### src/rtl/ivl_uvm_ovl_req_ack_gen_if.sv
// Handshake bundle between the req/ack stimulus generator and its driver/observer.
// The generator sits on the slave side; the bench or control logic uses the master side.
interface ivl_uvm_ovl_req_ack_gen_if #(
   parameter int CNT_W = 16
);
   logic             start;
   logic [3:0]       ack_dly;
   logic [1:0]       err_mode;
   logic             req;
   logic             ack;
   logic             busy;
   logic             done;
   logic             timeout;
   logic [CNT_W-1:0] txn_cnt;

   modport master (
      output start, ack_dly, err_mode,
      input  req, ack, busy, done, timeout, txn_cnt
   );

   modport slave (
      input  start, ack_dly, err_mode,
      output req, ack, busy, done, timeout, txn_cnt
   );
endinterface

### src/rtl/ivl_uvm_ovl_req_ack_gen.sv
// Req/ack traffic source: requester FSM drives req, responder FSM drives ack, with programmable ack delay and error modes.
// Mode 0: ack rises T+1+ack_dly, done T+4+ack_dly; start is dropped while busy, nothing is queued.
module ivl_uvm_ovl_req_ack_gen #(
   parameter int MAX_ACK_CYCLE = 3,
   parameter int CNT_W         = 16
) (
   input logic                      clk,
   input logic                      rst_n,
   ivl_uvm_ovl_req_ack_gen_if.slave hs
);

   localparam int WC_W = $clog2(MAX_ACK_CYCLE + 2);
   localparam logic [WC_W-1:0] MAX_W = WC_W'(MAX_ACK_CYCLE);

   localparam logic [1:0] R_IDLE      = 2'd0;
   localparam logic [1:0] R_REQ       = 2'd1;
   localparam logic [1:0] R_WAIT_DROP = 2'd2;

   localparam logic [1:0] A_IDLE = 2'd0;
   localparam logic [1:0] A_DLY  = 2'd1;
   localparam logic [1:0] A_ACK  = 2'd2;

   localparam logic [1:0] M_LEGAL = 2'd0;
   localparam logic [1:0] M_SPUR  = 2'd1;
   localparam logic [1:0] M_DROP  = 2'd2;
   localparam logic [1:0] M_NOACK = 2'd3;

   logic [1:0]       r_state_q, r_state_d;
   logic [1:0]       a_state_q, a_state_d;
   logic             req_q, req_d;
   logic             ack_q, ack_d;
   logic             done_q, done_d;
   logic             timeout_q, timeout_d;
   logic [CNT_W-1:0] txn_cnt_q, txn_cnt_d;
   logic [1:0]       mode_q, mode_d;
   logic [WC_W-1:0]  wait_cnt_q, wait_cnt_d;
   logic [3:0]       dly_cnt_q, dly_cnt_d;
   logic             spur_start;

   always_comb begin
      r_state_d  = r_state_q;
      req_d      = req_q;
      done_d     = 1'b0;
      timeout_d  = 1'b0;
      txn_cnt_d  = txn_cnt_q;
      mode_d     = mode_q;
      wait_cnt_d = wait_cnt_q;
      spur_start = 1'b0;
      case (r_state_q)
         R_IDLE: begin
            if (hs.start) begin
               mode_d = hs.err_mode;
               if (hs.err_mode == M_SPUR) begin
                  spur_start = 1'b1;
               end else begin
                  req_d      = 1'b1;
                  r_state_d  = R_REQ;
                  wait_cnt_d = '0;
               end
            end
         end
         R_REQ: begin
            if (mode_q == M_DROP) begin
               req_d     = 1'b0;
               r_state_d = R_IDLE;
            end else if (ack_q) begin
               req_d     = 1'b0;
               r_state_d = R_WAIT_DROP;
            end else if (wait_cnt_q < MAX_W) begin
               wait_cnt_d = wait_cnt_q + WC_W'(1);
            end else if (wait_cnt_q == MAX_W) begin
               // Counter moves past MAX so the timeout pulse fires only once per txn.
               timeout_d  = 1'b1;
               wait_cnt_d = wait_cnt_q + WC_W'(1);
               if (mode_q == M_NOACK) begin
                  req_d     = 1'b0;
                  r_state_d = R_IDLE;
               end
            end
         end
         R_WAIT_DROP: begin
            if (!ack_q) begin
               done_d    = 1'b1;
               txn_cnt_d = txn_cnt_q + CNT_W'(1);
               r_state_d = R_IDLE;
            end
         end
         default: begin
            req_d     = 1'b0;
            r_state_d = R_IDLE;
         end
      endcase
   end

   always_comb begin
      a_state_d = a_state_q;
      ack_d     = ack_q;
      dly_cnt_d = dly_cnt_q;
      case (a_state_q)
         A_IDLE: begin
            if (spur_start) begin
               // Spurious ack reuses A_ACK: req is already 0, so it drops next edge.
               ack_d     = 1'b1;
               a_state_d = A_ACK;
            end else if (req_q && mode_q != M_NOACK) begin
               if (hs.ack_dly == 4'd0) begin
                  ack_d     = 1'b1;
                  a_state_d = A_ACK;
               end else begin
                  dly_cnt_d = hs.ack_dly;
                  a_state_d = A_DLY;
               end
            end
         end
         A_DLY: begin
            if (!req_q) begin
               dly_cnt_d = 4'd0;
               a_state_d = A_IDLE;
            end else if (dly_cnt_q <= 4'd1) begin
               dly_cnt_d = 4'd0;
               ack_d     = 1'b1;
               a_state_d = A_ACK;
            end else begin
               dly_cnt_d = dly_cnt_q - 4'd1;
            end
         end
         A_ACK: begin
            if (!req_q) begin
               ack_d     = 1'b0;
               a_state_d = A_IDLE;
            end
         end
         default: begin
            ack_d     = 1'b0;
            a_state_d = A_IDLE;
         end
      endcase
   end

   always_ff @(posedge clk or negedge rst_n) begin
      if (!rst_n) begin
         r_state_q  <= R_IDLE;
         a_state_q  <= A_IDLE;
         req_q      <= 1'b0;
         ack_q      <= 1'b0;
         done_q     <= 1'b0;
         timeout_q  <= 1'b0;
         txn_cnt_q  <= '0;
         mode_q     <= M_LEGAL;
         wait_cnt_q <= '0;
         dly_cnt_q  <= 4'd0;
      end else begin
         r_state_q  <= r_state_d;
         a_state_q  <= a_state_d;
         req_q      <= req_d;
         ack_q      <= ack_d;
         done_q     <= done_d;
         timeout_q  <= timeout_d;
         txn_cnt_q  <= txn_cnt_d;
         mode_q     <= mode_d;
         wait_cnt_q <= wait_cnt_d;
         dly_cnt_q  <= dly_cnt_d;
      end
   end

   assign hs.req     = req_q;
   assign hs.ack     = ack_q;
   assign hs.busy    = (r_state_q != R_IDLE);
   assign hs.done    = done_q;
   assign hs.timeout = timeout_q;
   assign hs.txn_cnt = txn_cnt_q;

   // Structural invariants of the two FSMs.
   a_done_timeout_excl: assert property (@(posedge clk) disable iff (!rst_n)
      !(done_q && timeout_q));
   a_idle_no_req: assert property (@(posedge clk) disable iff (!rst_n)
      (r_state_q == R_IDLE) |-> !req_q);
   a_ack_state: assert property (@(posedge clk) disable iff (!rst_n)
      ack_q == (a_state_q == A_ACK));

endmodule

### src/flat_wrapper.sv
// flat-port wrapper written by rule: the top's interface ports become plain ports
module ivl_uvm_ovl_req_ack_gen_flat 
#(
   parameter int MAX_ACK_CYCLE = 3,
   parameter int CNT_W         = 16
)
  (clk, rst_n, hs_start, hs_ack_dly, hs_err_mode, hs_req, hs_ack, hs_busy, hs_done, hs_timeout, hs_txn_cnt);
  ivl_uvm_ovl_req_ack_gen_if #(.CNT_W(CNT_W)) hs_i ();
  input logic clk;
  input logic rst_n;
  input wire logic [$bits(hs_i.start)-1:0] hs_start;
  input wire logic [$bits(hs_i.ack_dly)-1:0] hs_ack_dly;
  input wire logic [$bits(hs_i.err_mode)-1:0] hs_err_mode;
  output wire logic [$bits(hs_i.req)-1:0] hs_req;
  output wire logic [$bits(hs_i.ack)-1:0] hs_ack;
  output wire logic [$bits(hs_i.busy)-1:0] hs_busy;
  output wire logic [$bits(hs_i.done)-1:0] hs_done;
  output wire logic [$bits(hs_i.timeout)-1:0] hs_timeout;
  output wire logic [$bits(hs_i.txn_cnt)-1:0] hs_txn_cnt;
  assign hs_i.start = hs_start;
  assign hs_i.ack_dly = hs_ack_dly;
  assign hs_i.err_mode = hs_err_mode;
  assign hs_req = hs_i.req;
  assign hs_ack = hs_i.ack;
  assign hs_busy = hs_i.busy;
  assign hs_done = hs_i.done;
  assign hs_timeout = hs_i.timeout;
  assign hs_txn_cnt = hs_i.txn_cnt;
  ivl_uvm_ovl_req_ack_gen #(.MAX_ACK_CYCLE(MAX_ACK_CYCLE), .CNT_W(CNT_W)) u_core (.clk(clk), .rst_n(rst_n), .hs(hs_i));
endmodule
### config.mk
export PLATFORM = sky130hd
export DESIGN_NAME = ivl_uvm_ovl_req_ack_gen_flat
export DESIGN_NICKNAME = d
export VERILOG_FILES = /design/src/rtl/ivl_uvm_ovl_req_ack_gen_if.sv /design/src/rtl/ivl_uvm_ovl_req_ack_gen.sv /design/src/flat_wrapper.sv
export SDC_FILE = /design/constraint.sdc
export NUM_CORES = 1
export LEC_CHECK = 0
export ABC_AREA = 1
export BUFFER_PORTS_ARGS = -buffer_cell sky130_fd_sc_hd__clkbuf_2
export CORE_MARGIN = 2
export CORE_UTILIZATION = 48
export CTS_CLUSTER_SIZE = 14
export DETAILED_ROUTE_END_ITERATION = 10
export HOLD_SLACK_MARGIN = 0.12
export PLACE_DENSITY = 0.69
export SYNTH_ARGS = -nofsm -noshare
export SYNTH_HDL_FRONTEND = slang
export SYNTH_SLANG_ARGS = --single-unit
### constraint.sdc
create_clock -name clk -period 2.42 [get_ports clk]
set_input_delay 0.121 -clock clk [delete_from_list [all_inputs] [get_ports clk]]
set_output_delay 0.121 -clock clk [all_outputs]
set_load 0.005 [all_outputs]
# Word-level counts from Yosys, hierarchy flattened
# Index checks and enable logic that the tools add are counted.
[totals] word_cells=113 in_bits=9 regBits=33
[classes] reduce_logical=15 n_mux=54 n_bitwise=2 eq_ne=27 addsub=3 magnitude_cmp=2
[ops] cell="$mux W2" n=14
[ops] cell="$mux W1" n=23
[ops] cell="$mux W4" n=5
[ops] cell="$mux W3" n=6
[ops] cell="$ne A2 B2 Y1 const B" n=9
[ops] cell="$reduce_and A6 Y1" n=3
[ops] cell="$add A16 B1 Y16 const B" n=1
[ops] cell="$pmux W2 S3" n=2
[ops] cell="$ne A3 B1 Y1 const B" n=3
[ops] cell="$eq A2 B2 Y1 const B" n=4
[ops] cell="$ne A4 B1 Y1 const B" n=2
[ops] cell="$pmux W4 S2" n=1
[ops] cell="$eq A2 B1 Y1 const B" n=3
[ops] cell="$ne A2 B1 Y1 const B" n=3
[ops] cell="$pmux W1 S3" n=2
[ops] cell="$pmux W3 S2" n=1
[ops] cell="$reduce_bool A2 Y1" n=3
[ops] cell="$reduce_and A5 Y1" n=1
[ops] cell="$le A4 B1 Y1 const B" n=1
[ops] cell="$logic_not A2 Y1" n=2
[ops] cell="$logic_not A4 Y1" n=1
[ops] cell="$ne A4 B2 Y1 const B" n=1
[ops] cell="$reduce_and A2 Y1" n=2
[ops] cell="$reduce_and A4 Y1" n=1
[ops] cell="8 further kinds" n=9

# Logic depth before layout (Yosys ltp)
# Gate-level depths: netlist of run 1.
[logic_depth] ltp_word=7 mapped_depth=11

# Least setup slack after synthesis of run 1
# No wires, ideal clock.
[synth_path] kind="flip-flop to flip-flop" start="register u_core.wait_cnt_q[0]" end="register u_core.wait_cnt_q[2]" setup_slack_ps=1104 t_arrival_ps=1239 setup_ps=77 n_path_buf=0 path_stages_with_launch=5 cell_sequence="dfrtp_1 ha_1 ha_1 or2_2 o21ai_1"
[synth_between] elab_chain_len=6
[synth_lines] item="from (decl)" line="ivl_uvm_ovl_req_ack_gen.sv:36" rtl="logic [WC_W-1:0] wait_cnt_q, wait_cnt_d;"
[synth_lines] item="from (signal assigned)" line="ivl_uvm_ovl_req_ack_gen.sv:161" rtl="wait_cnt_q <= wait_cnt_d;"
[synth_lines] item="$add A3 B1 Y3" line="ivl_uvm_ovl_req_ack_gen.sv:70, ivl_uvm_ovl_req_ack_gen.sv:74"
[synth_lines] item="$mux W3" line="ivl_uvm_ovl_req_ack_gen.sv:71" rtl="end else if (wait_cnt_q == MAX_W) begin"
[synth_lines] item="$mux W3" line="ivl_uvm_ovl_req_ack_gen.sv:69" rtl="end else if (wait_cnt_q < MAX_W) begin"
[synth_lines] item="$mux W3" line="ivl_uvm_ovl_req_ack_gen.sv:66" rtl="end else if (ack_q) begin"
[synth_lines] item="$mux W3" line="ivl_uvm_ovl_req_ack_gen.sv:63" rtl="if (mode_q == M_DROP) begin"
[synth_lines] item="$pmux W3 S2" line="ivl_uvm_ovl_req_ack_gen.sv:49" rtl="case (r_state_q)"
# Several ways; a longest one is shown, not always the timed one. The select of a mux whose other input is x is not followed.
# A chain may end at the register's enable or synchronous reset.

# Final worst setup path of run 1
[layout_path] start="register u_core.dly_cnt_q[0]" end="register u_core.dly_cnt_q[0]"
[layout_between] elab_chain_len=4
[layout_lines] item="from (decl)" line="ivl_uvm_ovl_req_ack_gen.sv:37" rtl="logic [3:0] dly_cnt_q, dly_cnt_d;"
[layout_lines] item="from (signal assigned)" line="ivl_uvm_ovl_req_ack_gen.sv:162" rtl="dly_cnt_q <= dly_cnt_d;"
[layout_lines] item="$sub A4 B1 Y4 / $le A4 B1 Y1 (equally long branches)" line="ivl_uvm_ovl_req_ack_gen.sv:124, ivl_uvm_ovl_req_ack_gen.sv:119"
[layout_lines] item="$mux W4 *" line="ivl_uvm_ovl_req_ack_gen.sv:119" rtl="end else if (dly_cnt_q <= 4'd1) begin"
[layout_lines] item="$mux W4 *" line="ivl_uvm_ovl_req_ack_gen.sv:116" rtl="if (!req_q) begin"
[layout_lines] item="$pmux W4 S2 *" line="ivl_uvm_ovl_req_ack_gen.sv:99" rtl="case (a_state_q)"
# Every way passes the cells marked *; elsewhere a longest branch is shown, timed or not.

==> summary by stage, run 1 <==
Run status
The run finished with clean final reports.

Drt
The mean routed wirelength per cell is 11.0 um. After detailed routing, the total wire length is 3.82 mm. The post-detailed-route via-to-cell ratio is between 4 and 5. The first-pass detailed-route iteration total is 4. The post-route antenna net violation count is 0. The via count is between 1500 and 2000.

After detailed routing, the number of remaining DRC violations is 0. The number of violations reported at the end of detailed-routing iteration 0 is 69.

Yosys
The synthesized design devotes to its leading area cell type approximately 43% of total area. The net count after synthesis is 271. In the post-synthesis netlist, the biggest area contributors are dfrtp_1, nand2_1, inv_1, nor2_1, ha_1. The mapped netlist covers around 1900 um^2. Synthesis produced a netlist whose cell count is around 260.

In this run, synthesis inferred 0 flip-flops with an integrated enable. Sorting the synthesized cells by how often they occur yields nand2_1, dfrtp_1, inv_1. The per-instance average area after synthesis is 7.50 um^2.

The largest area contributor in the netlist is dfrtp_1. The most instantiated flip-flop cell in the synthesis netlist is dfrtp_1. After synthesis, flip-flops and latches occupy roughly 43% of the total area. After synthesis the netlist holds a flip-flop and latch count of 33.

The distinct cell type count of the synthesized netlist is 28. Counting flops with an async set or reset pin after synthesis yields a share of between 90% and 100%. The Yosys step of the flow raised 0 warnings. nand2_1 is the most common cell in the netlist.

STA
The final period demand of the worst path is 1.41 ns. The final setup violation count is 0. The final hold violation count came to 0. The measured slew at the worst slew-check pin is roughly 0.82 ns. The post-route worst setup slack is ~1 ns. Setup repair after global routing left no endpoint under its margin. The total negative setup slack is 0 ns.

The headroom to the max-slew limit is 45.3%. The clock arrives with 0.00837 ns of skew. Based on the critical path, the design can be clocked at up to 708 MHz. The final clock period utilization by the worst path is about three fifths. The max-slew violation count is 0.

Clock network
TritonCTS built the clock tree. The source-to-sink clock delay at the later pin of the worst-skew pair is roughly 0.29 ns. The H-tree level count is 2. The cell sitting at the root of the clock tree is a clkbuf_8.

After clock tree synthesis, the clock-pin slew on the worst setup and hold paths is 0.07 ns. In this run the deepest clock path goes through 2 buffers. The clock net in this run drives a total of 33 sinks. The post-CTS setup buffer count is 0. Clock tree synthesis inserted a total of 5 buffers.

Die
The chip width is 67.4 um. After floorplanning, the core was divided into 23 placement rows. The die height is slightly below 70 um.

The total core area is 3940 um^2. The I/O pin count is 30. The floorplan step defined a die boundary enclosing 4540 um^2. For this configuration, the core starts out at a cell density of 48.9%.

Worst setup path
The most repeated library cell on the critical path is nand2_1. Counting buffers and inverters, the worst setup path is 9 cells deep. The worst setup path is launched from a flip-flop.

The total buffers and inverters traversed by the critical path is 2. The critical path goes through inv_1 -> ha_1 -> inv_1 -> nand2_1 -> nand2_1 -> nand3_1 -> o21ai_0 -> nand2_1 -> nand2_1. The length in cells of the worst reg-to-reg path is 9. The required time of the critical path is between 2 and 3 ns. Of all nets on the critical path, the largest fanout is 5. The worst setup path is captured at a flip-flop. The cell with the largest stage delay on the worst path is dfrtp_1. The cell type group with the largest total delay on the critical path is flip-flops. The worst setup path is of the flip-flop to flip-flop kind.

For this run, the slowest stage of the critical path takes 0.39 ns. STA puts the critical path data arrival time at 1.64 ns.

Pwr
The internal portion of the total power is 0.00136 W. For this design the ratio of total power to cell area is 1000 nW/um^2. The clock network fraction of design power is 23.7%.

The total power draw is about 0.0023 W. Of the total power, the share spent switching nets is 40.0%. The net switching power is between 0.0009 and 0.001 W. The highest ir drop seen on vdd is 0.000551 V. The part of the power in registers is ~38%.

The analysis attributes to cell leakage a power of 1.24 nW. The combinational fraction of design power is 38.5%.

Finish
The final layout net count is 309. The count of inserted antenna diode cells is 0. The fraction of final layout cells with drive strength greater than 1 is 17.9%.

Measured on the finished design, the core utilization comes to between 50% and 60%. After filler insertion, the fill cell instance count of the layout stands at 387. The area added between synthesis and finish is 17.8%.

Worst hold path
The number of cells traversed by the worst hold path is 5. The min-delay analysis places its worst path in the category input port to flip-flop.

Placement
The worst-case setup slack after placement is 0.991 ns. The count of buffers added on input and output ports is 29. Once detailed placement completed, the half-perimeter wirelength came to 2.87 mm.

At the end of routability-driven placement, the weighted congestion stood at 0.779.

GRT
Global routing used 20.0% of the available tracks. The initial antenna violation count is 0. The total grt overflow is 0. Entering global routing, the biggest net connects 34 pins. The number of global-route vias before repair is 1576.

The first global-routing pass estimated 6.78 mm of wire.

Flow run
The number of violations of the max-capacitance limit is 0.
==> stage by stage <==
| step | area, um^2 | hold slack, ns | cells |
|---|---|---|---|
| floorplan | 1930 | -0.175 | 257 |
| global placement | 2120 | 0.258 | 335 |
| detailed placement | 2120 | 0.263 | 335 |
| CTS | 2270 | 0.159 | 346 |
| global route | 2270 | 0.184 | 346 |
| finish | 2270 | 0.181 | 346 |
==> tightest hold or removal path: stages <==
cell      delay (ns)
clkbuf_2        0.10
nand2_1         0.06
nand2_1         0.06
nand2_1         0.04
nand2_1         0.05
==> placed cells by master (no fill, tap or decap), drive strengths merged <==
cell type | synthesis | final
nand2 | 103 | 103
nor3b | 1 | 1
bufinv | 0 | 1
dfrtp | 33 | 33
xor2 | 4 | 4
nand3b | 6 | 6
xnor2 | 7 | 7
nor2 | 28 | 28
ha | 5 | 5
a21oi | 4 | 4
o21ai | 18 | 18
clkbuf | 0 | 36
nor3 | 4 | 4
a31oi | 1 | 1
nand4 | 2 | 2
inv | 29 | 29
and2 | 1 | 1
or2 | 2 | 2
nand3 | 8 | 8
dlygate4sd3 | 0 | 3
==> area by class of cell <==
cell class                      instances  area (um^2)  area share, %
Clock buffer                            7         86.3           3.80
Tap cell                               50         62.6           2.76
Timing Repair Buffer                   32          175           7.72
Multi-Input combinational cell        194          981           43.2
Inverter                               29          109           4.80
Clock inverter                          1         30.0           1.32
Sequential cell                        33          826           36.4
==> final timing paths <==
path | from | endpoint | slack, ns
worst max-delay path | u_core.dly_cnt_q[0] | u_core.dly_cnt_q[0] | 1.01
worst min-delay path | hs_ack_dly[3] | u_core.dly_cnt_q[3] | 0.18
worst max register to register | u_core.dly_cnt_q[0] | u_core.dly_cnt_q[0] | 1.01
worst min register to register | u_core.wait_cnt_q[2] | u_core.wait_cnt_q[2] | 0.51
max in group asynchronous | rst_n | u_core.mode_q[0] | 1.44
min in group asynchronous | rst_n | u_core.dly_cnt_q[1] | 0.46
==> registers in the layout, indices dropped and copies added, names as in the netlist <==
| register | flops |
|---|---|
| u_core.mode_q | 2 |
| u_core.hs.req | 1 |
| u_core.r_state_q | 2 |
| u_core.a_state_q | 2 |
| u_core.hs.ack | 1 |
| u_core.wait_cnt_q | 3 |
| u_core.hs.done | 1 |
| u_core.hs.txn_cnt | 16 |
| u_core.dly_cnt_q | 4 |
| u_core.hs.timeout | 1 |
==> metal layers <==
metal	GRT usage [%]	vias up	part of all wire, %
met5	0	-	0
met3	5.00	7	3.7
met4	7.65	0	1.5
met1	23.9	733	48
met2	34.4	31	46
li1	-	874	-
==> power by group through the flow <==
stage | Sequential [W] | Combinational [W] | Clock (W)
floorplan | 0.000818 | 0.000706 | 0
CTS | 0.000857 | 0.000887 | 0.000556
global placement | 0.000862 | 0.000863 | 0
finish | 0.000859 | 0.000876 | 0.000538
detailed placement | 0.000864 | 0.000884 | 0
global route | 0.000881 | 0.00104 | 0.000582
==> cells by family after synthesis <==
| family | share of synthesized area [%] |
|---|---|
| adder cells (fa/ha/maj) | 3.25 |
| flip-flops | 42.9 |
| buffers and inverters | 6.23 |
| AND/OR/NAND/NOR | 36.4 |
| AO/OA/AOI/OAI | 6.23 |
| XOR/XNOR | 5.00 |
==> repair_timing <==
item,4_1_cts,5_1_grt
hold buffers,3,0
hold endpoints to repair,35,0
gates resized for setup,0,0
setup endpoints to repair,0,0
(Power assumes the default switching activity.)
==> inputs of run 2 (changes only) <==
Settings changed: PLACE_DENSITY 0.69 to 0.72.
Clock period 2.42 ns to 1.1 ns, I/O delays scaled along.
==> run 2 against run 1 <==
The run now ends with setup timing left. First-iteration DRC count increased by 38%. Setup slack lost 1.2 ns. Design area up 37%. Core utilization increased by 21 points. Clock-buffer cell count unchanged. Final cell count rose by 19%. Worst hold slack worse by 0.029 ns. Non-clock buffer count is 68 higher. Combinational power grew to 4.3 times the previous value. Sequential cell count is the same. Sequential power up 120%. Clock skew fell by 0.0052 ns. Critical path type unchanged. Largest power group unchanged. Highest routed layer unchanged.
==> summary by stage, run 2 (synthesis gave the netlist of run 1 again) <==
Run status
The run finished, with violations left. The checks that failed: setup timing.

STA
The headroom to the max-slew limit is 71.2% (+26 points). The worst setup skew after layout is 0.00322 ns (-0.00516 ns). The post-route worst setup slack is -0.194 ns (-1.20 ns).

The measured slew at the worst slew-check pin is 0.431 ns (-0.390 ns). The final hold violation count is 0 (unchanged). The max-slew violation count is 0 (unchanged). The timing-limited maximum frequency is 773 MHz (+9.1%). The final setup violation count came to 34 (+34). The final clock period utilization by the worst path is 118% (+59 points).

The final period demand of the worst path is 1.29 ns (-0.117 ns). Setup repair after global routing could not meet its margin everywhere.

GRT
The global-route total usage across every layer is 25.0% (+5.1 points). The total grt overflow is 0 (unchanged). The pin count of the biggest net entering global routing is 34 (unchanged).

The global-route wire length before repair is 8.38 mm (+24%). The initial antenna violation count was 0 (unchanged). The number of global-route vias before repair is 1941 (+23%).

Finish
The fraction of final layout cells with drive strength greater than 1 was 50.4% (+33 points). The non-filler instance count after layout was 413 (+19%). The area added between synthesis and finish is 61.0%. The count of inserted antenna diode cells is 0 (unchanged). The count of fill cells added during filler insertion was 269 (-30%). The final layout net count was 377 (+22%). The utilization after layout was 78.7% (+21 points). The final instance area came to 3100 um^2 (+37%). The most common cell after layout, fill and taps aside is nand2_1. Leaving out fill and tap cells, the most frequent cells in the layout are nand2_1, buf_4, clkbuf_2. The number of flip-flops in the largest register is 16 (unchanged).

Die
The total die area is 4540 um^2 (unchanged). The number of cell rows is 23 (unchanged). The die height is 67.4 um (unchanged).

The I/O pin count is 30 (unchanged). The total core area is 3940 um^2 (unchanged). The chip width is 67.4 um (unchanged).

The initial cell density of the core is 48.9% (unchanged).

Clock network
TritonCTS built the clock tree. The clock-pin slew of the registers on the worst-case setup and hold paths is 0.06 ns (about the same). CTS placed an instance of clkbuf_8 at the clock tree root. The H-tree level count came to 2 (unchanged). The number of buffers inserted during clock tree synthesis is 5 (unchanged). The number of clock sinks is 33 (unchanged). The clock tree buffer depth is 2 (unchanged).

The source-to-sink clock delay at the later pin of the worst-skew pair is 0.29 ns (about the same).

Worst setup path
The critical path goes through buf_4 -> inv_1 -> o21ai_0 -> nor2_1 -> nand2_1 -> nand2_1. STA classifies the critical path endpoint as a flip-flop. The maximum fanout along the worst path is 4 (-1). The cell type group with the largest total delay on the critical path is flip-flops. The delay of the slowest cell on the worst path came to 0.47 ns (+0.08 ns). The total buffers and inverters traversed by the critical path came to 2 (unchanged). The launching element type of the critical path is a flip-flop. The required time of the critical path is 1.33 ns (-1.32 ns). The endpoint arrival time on the critical path is 1.52 ns (-0.12 ns). The slowest stage of the critical path is the dfrtp_1 cell. The internal reg-to-reg setup slack is -0.19 ns (-1.20 ns). The worst setup path is of the flip-flop to flip-flop kind. The most repeated library cell on the critical path is nand2_1.

Flow run
The number of violations of the max-capacitance limit is 0 (unchanged).

Placement
The placed instance count is 389 (+16%). The placed wire-length estimate after detailed placement was 3.41 mm (+19%). The final weighted congestion of routability-driven global placement was 0.852 (+9.3%). The count of input and output buffers was 29 (unchanged). The worst-case setup slack after placement is -0.235 ns (-1.23 ns). The placement-stage cell area was 2600 um^2 (+22%).

Pwr
The total power draw was 0.00661 W (+190%). The leakage power of the design came to 1.67 nW (+35%). The total power divided by cell area is 2130 nW/um^2 (+110%). The highest ir drop seen on vdd came to 0.00152 V (+180%).

Drt
The mean routed wirelength per cell is 12.8 um (+16%). The via count is 2031 (+23%). The post-route antenna net violation count was 0 (unchanged).

The number of violations reported at the end of detailed-routing iteration 0 was 95 (+38%). The total routed wirelength came to 5.27 mm (+38%). The detailed-route DRC error count is 0 (unchanged). The first-pass detailed-route iteration total is 4 (unchanged). The post-detailed-route via-to-cell ratio is 4.92 (+3.4%).

Worst hold path
The class of the tightest hold or removal check is input port to flip-flop.
run 2: cell count changes in the layout (fill, tap and decap cells not counted), moves of 11 or more:
cell     previous run  this run
nand2_2             2        21
buf_6               0        11
inv_2               2        13
inv_1              27        16
buf_4               0        53
nand2_1            99        79
run 2: final timing paths:
| path | start | end | cells after the start |
|---|---|---|---|
| max | u_core.a_state_q[1] | u_core.dly_cnt_q[1] | 6 |
| min | hs_start | u_core.r_state_q[0] | 5 |
| max reg2reg | u_core.a_state_q[1] | u_core.dly_cnt_q[1] | 6 |
| min reg2reg | u_core.hs.txn_cnt[11] | u_core.hs.txn_cnt[11] | 2 |
| max in group asynchronous | rst_n | u_core.dly_cnt_q[0] | 3 |
| min in group asynchronous | rst_n | u_core.hs.txn_cnt[5] | 3 |
run 2: timing repair:
| item | 4_1_cts | 5_1_grt |
|---|---|---|
| setup buffers | 6 | 6 |
| endpoints found under the setup margin | 33 | 35 |
| gates resized for setup | 53 | 37 |
| hold endpoints to repair | 39 | 0 |
| hold buffers | 8 | 0 |
| pin swaps | 23 | 13 |
run 2: area by class of cell:
| class | count | area (um^2) | area share [%] |
|---|---|---|---|
| multi-input combinational | 194 | 1270 | 40.8 |
| sequential | 33 | 836 | 26.9 |
| timing repair buffer | 100 | 742 | 23.9 |
| inverter | 29 | 109 | 3.51 |
| clock buffer | 7 | 86.3 | 2.78 |
| tap | 50 | 62.6 | 2.02 |
run 2: through the flow:
stage          hold slack, ns  setup TNS (ns)
2_1_floorplan          -0.241           -1.79
3_3_place_gp            0.107           -3.15
3_5_place_dp            0.111           -4.32
4_1_cts                 0.127           -2.98
5_1_grt                 0.189           -6.38
6_report                0.153           -3.87
run 2: where the power goes:
group | total (W) | switching [W] | leakage, nW | internal (W)
clock network | 0.000936 | 0.000440 | 0.0443 | 0.000496
logic | 0.00375 | 0.00195 | 1.20 | 0.00180
registers | 0.00192 | 0.000372 | 0.424 | 0.00155
run 2: tightest hold or removal path: cells and delay by family:
family | cells | cell delay [ns]
buf+inv | 3 | 0.21
compound gates | 1 | 0.10
simple gates | 1 | 0.04
run 2: routing by layer:
metal	vias up	global-route usage (%)	share of wire (%)	routed length (um)
met5	-	0	0	0
met1	969	28.4	40	2110
met2	39	44.3	55	2890
li1	1010	-	-	-
met3	13	5.67	2.9	154
met4	0	12.0	2.2	115
==> inputs of run 3 (changes only) <==
Settings changed: CELL_PAD_IN_SITES_DETAIL_PLACEMENT set to 0, CELL_PAD_IN_SITES_GLOBAL_PLACEMENT set to 1, CORE_UTILIZATION 48 to 37, PLACE_DENSITY 0.72 to not set, PLACE_DENSITY_LB_ADDON set to 0.1.
==> run 3 against run 2 <==
The run still ends with setup timing left. Clock power increased by 29%. Global-route usage decreased by 7.6 points. Via count decreased by 0.84%. Power increased by 5.4%. Combinational power increased by 3%. Design area increased by 4.8%. Wire length decreased by 4.9%. Core utilization decreased by 15 points. Largest cell class unchanged. Highest routed layer unchanged.
==> summary by stage, run 3 (synthesis gave the netlist of run 1 again) <==
Drt
The number of violations reported at the end of detailed-routing iteration 0 was 39 (-59%). The post-detailed-route via-to-cell ratio was 4.57 (-7.1%). The detailed-route DRC error count is 0 (unchanged).

The post-route antenna net violation count came to 0 (unchanged). The first-pass detailed-route iteration total came to 4 (unchanged). The via count is 2014 (-0.84%).

The mean routed wirelength per cell was 11.4 um (-11%). The total routed wirelength came to 5.02 mm (-4.9%).

GRT
The pin count of the biggest net entering global routing was 23 (-32%). The total grt overflow is 0 (unchanged). The global-route wire length before repair is 8.15 mm (-2.8%). The global-route total usage across every layer is 17.4% (-7.6 points). The number of global-route vias before repair came to 1848 (-4.8%). The initial antenna violation count is 0 (unchanged).

STA
The final worst hold slack was 0.164 ns (+0.0113 ns). The final clock period utilization by the worst path is 118% (+0.84 points). The final setup violation count is 33 (-2.9%). The measured slew at the worst slew-check pin is 0.340 ns (-0.0917 ns). The worst setup skew after layout is 0.00800 ns (+0.00479 ns). The total negative setup slack is -3.70 ns (+0.177 ns). The timing-limited maximum frequency is 767 MHz (-0.71%). The headroom to the max-slew limit is 77.2% (+6.0 points). The final hold violation count was 0 (unchanged).

The post-route worst setup slack is -0.203 ns (-0.00921 ns). The max-slew violation count came to 0 (unchanged). Setup repair after global routing could not meet its margin everywhere.

The final period demand of the worst path came to 1.30 ns (+0.00921 ns).

Die
The I/O pin count is 30 (unchanged). The total die area is 5800 um^2 (+28%). The die height is 76.2 um (+13%). The initial cell density of the core is 38.0% (-11 points). The total core area was 5070 um^2 (+29%). The chip width is 76.2 um (+13%). The number of cell rows was 26 (+13%).

Worst setup path
Walking the worst path, the cells encountered are nor2_2 -> nand2_1 -> inv_1 -> nand2_2 -> nand2_2 -> nor2_2 -> nand2_1 -> nand2_1. The number of stages on the worst setup path is 8 (+2). The internal reg-to-reg setup slack is -0.20 ns (about the same). For this design, the slowest cell found on the critical path is dfrtp_1. The launching element type of the critical path is a flip-flop. The worst setup path is of the flip-flop to flip-flop kind. The total buffers and inverters traversed by the critical path was 1 (-1).

The length in cells of the worst reg-to-reg path came to 8 (+2). The delay of the slowest cell on the worst path is 0.45 ns (-0.02 ns). The maximum fanout along the worst path is 3 (-1).

The type of element capturing the critical path is a flip-flop. The most numerous cell type found on the critical path is nand2_1. The cell type group with the largest total delay on the critical path is simple AND/OR/NAND/NOR gates.

The required time of the critical path is 1.28 ns (-0.05 ns). The endpoint arrival time on the critical path is 1.48 ns (-0.04 ns).

Finish
The library cell used most frequently in the layout, excluding fill and tap cells, is nand2_1. The count of inserted antenna diode cells is 0 (unchanged). From synthesis to final layout, the design area changed by 68.7%. The final layout net count is 384 (+1.9%). The count of fill cells added during filler insertion is 471 (+75%). In the layout the commonest cells are nand2_1, buf_4, clkbuf_2. The fraction of final layout cells with drive strength greater than 1 is 51.2% (+0.80 points).

The number of flip-flops in the largest register is 16 (unchanged). The utilization after layout is 64.1% (-15 points).

Clock network
The source-to-sink clock delay at the later pin of the worst-skew pair is 0.29 ns (about the same). The buffer type at the clock tree root is clkbuf_8. The clock-pin slew of the registers on the worst-case setup and hold paths is 0.08 ns (+0.02 ns).

The number of buffers inserted during clock tree synthesis is 5 (unchanged). The H-tree level count is 2 (unchanged). The number of clock sinks is 33 (unchanged). The clock tree buffer depth is 2 (unchanged). The CTS tree is done.

Run status
The final reports fail on setup timing. The run finished, with violations left.

Placement
The placed wire-length estimate after detailed placement was 3.58 mm (+4.9%). The count of input and output buffers is 29 (unchanged). The final weighted congestion of routability-driven global placement came to 0.783 (-8.1%).

Worst hold path
The tightest min-delay check is of the input port to flip-flop type. The number of cells traversed by the worst hold path is 5 (unchanged).

Pwr
The leakage power of the design is 1.77 nW (+5.9%). The highest ir drop seen on vdd is 0.00141 V (-7.5%). The total power divided by cell area is 2140 nW/um^2 (+0.64%).

Flow run
The number of violations of the max-capacitance limit is 0 (unchanged).
-- run 3: cell types whose count changed in the layout (fill, tap and decap cells not counted), sizes merged --
| cell | delta |
|---|---|
| clkbuf | +1 |
| bufinv | +1 |
| buf | +6 |
-- run 3: cell type report --
class | count | area (um^2) | area share [%]
Inverter | 29 | 109 | 3.35
Sequential cell | 33 | 835 | 25.7
Clock inverter | 1 | 30.0 | 0.924
Timing Repair Buffer | 107 | 797 | 24.5
Multi-Input combinational cell | 194 | 1310 | 40.2
Tap cell | 70 | 87.6 | 2.69
Clock buffer | 7 | 86.3 | 2.66
-- run 3: worst reg2reg max path, delay by kind of cell (launching register included) --
kind                   cells  cell delay (ns)
buffers and inverters      1             0.11
flip-flops                 1             0.45
AND/OR/NAND/NOR            7             0.64
-- run 3: final timing paths --
path | startpoint | endpoint
max | u_core.a_state_q[1] | u_core.hs.ack
min in group asynchronous | rst_n | u_core.hs.txn_cnt[1]
max in group asynchronous | rst_n | u_core.hs.txn_cnt[3]
min | hs_start | u_core.r_state_q[0]
max reg2reg | u_core.a_state_q[1] | u_core.hs.ack
min reg2reg | u_core.hs.txn_cnt[15] | u_core.hs.txn_cnt[15]
-- run 3: per-stage QoR --
| step | area, um^2 | setup WS, ns | std cells | total power [W] |
|---|---|---|---|---|
| floorplan | 1990 | -0.153 | 257 | 0.00345 |
| global placement | 2660 | -0.222 | 413 | 0.00486 |
| detailed placement | 2660 | -0.249 | 413 | 0.00487 |
| CTS | 3060 | -0.184 | 433 | 0.00667 |
| global route | 3250 | -0.280 | 441 | 0.00751 |
| finish | 3250 | -0.203 | 441 | 0.00697 |
-- run 3: per-layer routing --
| layer | vias up | global-route usage [%] | routed length, um |
|---|---|---|---|
| met5 | - | 0 | 0 |
| met4 | 0 | 5.45 | 78 |
| met3 | 9 | 3.20 | 127 |
| met2 | 30 | 32.1 | 2680 |
| met1 | 944 | 20.5 | 2130 |
| li1 | 1031 | - | - |
-- run 3: power breakdown --
part / internal (W) / switching, W / total, W / leakage (nW)
registers: 0.00155 / 0.000358 / 0.00191 / 0.426
clock network: 0.000739 / 0.000469 / 0.00121 / 0.0585
logic: 0.00192 / 0.00193 / 0.00385 / 1.28
-- run 3: what timing repair did --
action,4_1_cts,5_1_grt
gates resized for setup,52,37
pin swaps,30,18
setup buffers,4,8
hold buffers,8,0
endpoints found under the setup margin,32,33
endpoints found under the hold margin,39,0
